### config.mk
export PLATFORM = sky130hd
export DESIGN_NAME = mod14_counter
export DESIGN_NICKNAME = d
export VERILOG_FILES = /design/src/rtl/mod14_counter.sv
export SDC_FILE = /design/constraint.sdc
export NUM_CORES = 1
export LEC_CHECK = 0
export ABC_AREA = 1
export CORE_AREA = 3 3 40 42
export CTS_BUF_LIST = sky130_fd_sc_hd__clkbuf_8
export DETAILED_ROUTE_END_ITERATION = 6
export DIE_AREA = 0 0 43 45
export PLACE_DENSITY = 0.52
export SKIP_LAST_GASP = 1
export SYNTH_ARGS = -nofsm -noshare
export SYNTH_HDL_FRONTEND = slang
export SYNTH_SLANG_ARGS = --single-unit
### constraint.sdc
create_clock -name clock -period 1.15 [get_ports clock]
set_input_delay 0.115 -clock clock [delete_from_list [all_inputs] [get_ports clock]]
set_output_delay 0.115 -clock clock [all_outputs]
set_load 0.03 [all_outputs]
### src/rtl/mod14_counter.sv
// Synchronous modulo-14 up/down counter with parallel load and synchronous reset.
// Optional terminal-count output `tc` is built when MOD14_TC_EN is defined.
module mod14_counter #(
    parameter int MODULUS = 14,
    parameter int WIDTH   = 4
) (
    input  logic             clock,
    input  logic             reset,
    input  logic             load,
    input  logic             mode,
    input  logic [WIDTH-1:0] count_in,
    output logic [WIDTH-1:0] count_out
`ifdef MOD14_TC_EN
    ,
    output logic             tc
`endif
);

    localparam logic [WIDTH-1:0] MAX_VAL = WIDTH'(MODULUS - 1);
    localparam logic [WIDTH-1:0] ZERO    = {WIDTH{1'b0}};
    localparam logic [WIDTH-1:0] ONE     = {{(WIDTH-1){1'b0}}, 1'b1};

    logic [WIDTH-1:0] count_r;
    logic [WIDTH-1:0] load_val_s;
    logic [WIDTH-1:0] step_s;

    // Out-of-range register contents (only possible before reset) recover to 0.
    function automatic logic [WIDTH-1:0] next_count(input logic [WIDTH-1:0] cur,
                                                    input logic              up);
        logic [WIDTH-1:0] nxt;
        nxt = ZERO;
        if (cur > MAX_VAL) begin
            nxt = ZERO;
        end else begin
            case (up)
                1'b1:    nxt = (cur == MAX_VAL) ? ZERO : cur + ONE;
                1'b0:    nxt = (cur == ZERO) ? MAX_VAL : cur - ONE;
                default: nxt = ZERO;
            endcase
        end
        return nxt;
    endfunction

    // Preset value, clamped to 0 when count_in is outside the count range.
    always_comb begin
        load_val_s = ZERO;
        if (count_in > MAX_VAL) begin
            load_val_s = ZERO;
        end else begin
            load_val_s = count_in;
        end
    end

    // Next value when neither reset nor load is active.
    always_comb begin
        step_s = next_count(count_r, mode);
    end

    // Counter register: reset beats load, load beats counting.
    always_ff @(posedge clock) begin
        if (reset) begin
            count_r <= ZERO;
        end else if (load) begin
            count_r <= load_val_s;
        end else begin
            count_r <= step_s;
        end
    end

    assign count_out = count_r;

`ifdef MOD14_TC_EN
    // Terminal count flags the wrap point for the current direction.
    always_comb begin
        tc = 1'b0;
        if (mode) begin
            tc = (count_r == MAX_VAL);
        end else begin
            tc = (count_r == ZERO);
        end
    end
`endif

endmodule

==> metrics.md, run 1 <==
| Metric | Value |
|---|---|
| Status | complete, no violations |
| Initial antenna violation count | 0 |
| R2R Setup Slk | ~0.083 ns |
| Worst vdd ir | roughly 0.45 mV |
| Crit path launch type | register |
| Reg-to-Reg End | count_out[2]$_SDFF_PP0_ |
| DRT antenna net count | 0 |
| CTS tree | done |
| Minimum clock period | around 1.1 ns |
| RSZ-0062 raised after global routing | false |
| Wire per inst | between 8 and 9 µm |
| Total negative slack | 0 ns |
| Seq/Total Area, Yosys | 26.2% |
| Final period util | between 90% and 100% |
| Area of the die | just under 0.002 mm² |
| Max cap viols | 0 |
| RD Place Congestion | 0.815 |
| WS Path Type | register to register |
| Post-Layout Cell Count | 87 |
| Fin. max-slew vios | 0 |
| GRT Total Usage | about a tenth |
| 1st-iter DRT viols | 5 |
| Post-Place Cells | 84 |
| Post-CTS sizing | 0 |
| Layout cells sized above 1 | 18.1% |
| Hold Crit Class | primary input to register |
| Fmax | 938 MHz |
| Final hold violations | 0 |
| Leak | 0.244 nW |
| Max-slew headroom | 86.9% |
| Vias/cell | 4.25 |
| P&R area growth vs syn | 53.7% |
| I/O Buffers | 11 |
| DP HPWL | 637 µm |
| YS warnings | 0 |
| Hold_sp | count_in[0] |
| Worst-Skew Late Latency | 0.21 ns |
| R2r startpoint | count_out[1]$_SDFF_PP0_ |
| CTS Sinks | 4 |
| Worst-Margin Slew | 0.195 ns |
| CTS Hold Bufs | 0 |
| CP Max Fanout | 7 |
| Clock transition at the registers of the reported paths | 0.03 ns |
| WL final | 761 µm |
| Die Width | 43 µm |
| Crit path required time | 1.29 ns |
| Ant. Diodes | 0 |
| First-pass GRT wire length | 1300 µm |
| Std-Cell Rows | 13 |
| Max reg flops | 4 |
| Root buffer cell | clkbuf_8 |
| Cell taking the most area after synthesis | nand2_1 |
| Postcts setup bufs | 0 |
| H-tree levels | 1 |
| Boundary Pins | 12 |
| Initial core utilization | 23.8% |
| Min-Delay Endpoint | count_out[0]$_SDFF_PP0_ |
| Net Count, Synth | 66 |
| Core area | 0.00128 mm² |
| Top post-synthesis cells by area | nand2_1, dfxtp_1, nand3_1 |
| Pwr Density | 1310 mW/mm² |
| FF+latch count, synth | 4 |
| WP data arrival | around 1.2 ns |
| Synthesized cell area | 305 µm² |
| Syn Inst Count | 58 |
| Drt drc | 0 |
| Unique masters post-synth | 10 |
| Final setup fails | 0 |
| Clock Skews | around 0.00096 ns |
| CTS Buf Count | 3 |
| Share of the synthesized area in the top cell type | about a third |
| Drt pass-1 iters | 3 |
| Largest net degree at the start of global routing | 8 |
| Via count | 370 |
| Vias in the first global route | 352 |
| Hold path cells | 3 |
| Nets | between 80 and 90 |
| Total congestion overflow | 0 |
| Worst setup EP type | register |
| Die Y | 45 µm |
| Syn_area_per_cell | 5.26 µm² |
| Clk buf depth | 2 |
| R2R depth | 7 |
==> routing by layer <==
layer  up-vias  share of wire, %  GRT usage [%]
met4         0                 0           7.23
li1        208                 -              -
met3         0               5.1           3.98
met2         8                53           17.4
met1       154                42           8.41
met5         -                 0              0
==> power breakdown <==
group / internal (W) / switching (W) / total (W)
Clock: 0.000223 / 0.0000666 / 0.000289
Combinational: 0.0000676 / 0.0000860 / 0.000154
Sequential: 0.000153 / 0.0000194 / 0.000172
==> cell type report <==
class	count	area, µm²
Clock buffer	3	41.3
Fill cell	137	816
Inverter	9	33.8
Multi-Input combinational cell	45	191
Sequential cell	4	83.8
Tap cell	15	18.8
Timing Repair Buffer	11	100
==> critical path, stage by stage (launching register included) <==
cell and delay, ns:
dfxtp_2 0.35, nor2_1 0.19, nand2_1 0.10, nand2_1 0.07, nand2_1 0.04, nand2_1 0.06, nand2_1 0.07, a21oi_2 0.11
==> cells by family (layout without fill, tap and decap cells) <==
group	count (synthesis)	count (layout)	share of synthesized area, %
AOI/OAI and AO/OA	5	5	10.2
buffers and inverters	9	23	11.1
DFF	4	4	26.2
and+or+nand+nor	40	40	52.5
==> layout by cell type, fill, tap and decap left out, drive strengths merged <==
cell,count
nor2,4
clkdlybuf4s50,7
nand3,8
buf,4
dfxtp,4
o21bai,1
nand2,28
clkbuf,3
a21oi,4
clkinv,1
inv,8
==> through the flow <==
stage          hold slack (ns)  power [W]  instance area [µm²]  util (%)  setup WS [ns]
2_1_floorplan            0.177   0.000263                  307         -        0.00361
3_3_place_gp             0.616   0.000329                  425      33.1        0.00489
3_5_place_dp             0.598   0.000326                  425      33.1         0.0132
4_1_cts                  0.473   0.000618                  467      36.3         0.0612
5_1_grt                  0.502   0.000653                  469      36.5         0.0101
6_report                 0.471   0.000615                  469      36.5         0.0835
==> cell usage after synthesis <==
| cell type | n |
|---|---|
| o21bai_1 | 1 |
| clkinv_1 | 1 |
| dfxtp_1 | 4 |
| nor2_1 | 4 |
| inv_1 | 6 |
| a21oi_1 | 3 |
| inv_2 | 2 |
| a21oi_2 | 1 |
| nand3_1 | 8 |
| nand2_1 | 28 |
==> worst max-delay path by stage <==
stage	start	to	slack, ns	cells after the start
2_1_floorplan	count_out[2]$_SDFF_PP0_	count_out[2]$_SDFF_PP0_	0.004	7
4_1_cts	count_out[1]$_SDFF_PP0_	count_out[2]$_SDFF_PP0_	0.06	7
3_5_place_dp	mode	count_out[2]$_SDFF_PP0_	0.01	6
5_1_grt	count_out[1]$_SDFF_PP0_	count_out[2]$_SDFF_PP0_	0.01	7
6_report	count_out[1]$_SDFF_PP0_	count_out[2]$_SDFF_PP0_	0.08	7
3_3_place_gp	mode	count_out[2]$_SDFF_PP0_	0.005	6
Power figures use the tool's default switching activity.
==> run 2, diff against run 1 <==
--- a/config.mk
+++ b/config.mk
@@ -10,8 +10,10 @@
 export CTS_BUF_LIST = sky130_fd_sc_hd__clkbuf_8
 export DETAILED_ROUTE_END_ITERATION = 6
 export DIE_AREA = 0 0 43 45
+export MAX_ROUTING_LAYER = met4
 export PLACE_DENSITY = 0.52
 export SKIP_LAST_GASP = 1
+export SLEW_MARGIN = 20
 export SYNTH_ARGS = -nofsm -noshare
 export SYNTH_HDL_FRONTEND = slang
 export SYNTH_SLANG_ARGS = --single-unit
==> results of run 2 <==
Final layout, timing and power as in run 1 (identical DEF).
Among the figures that moved: final weighted congestion in routability-driven placement 0.815 -> 0.827; overall routing resource usage 9.57% -> 9.85%
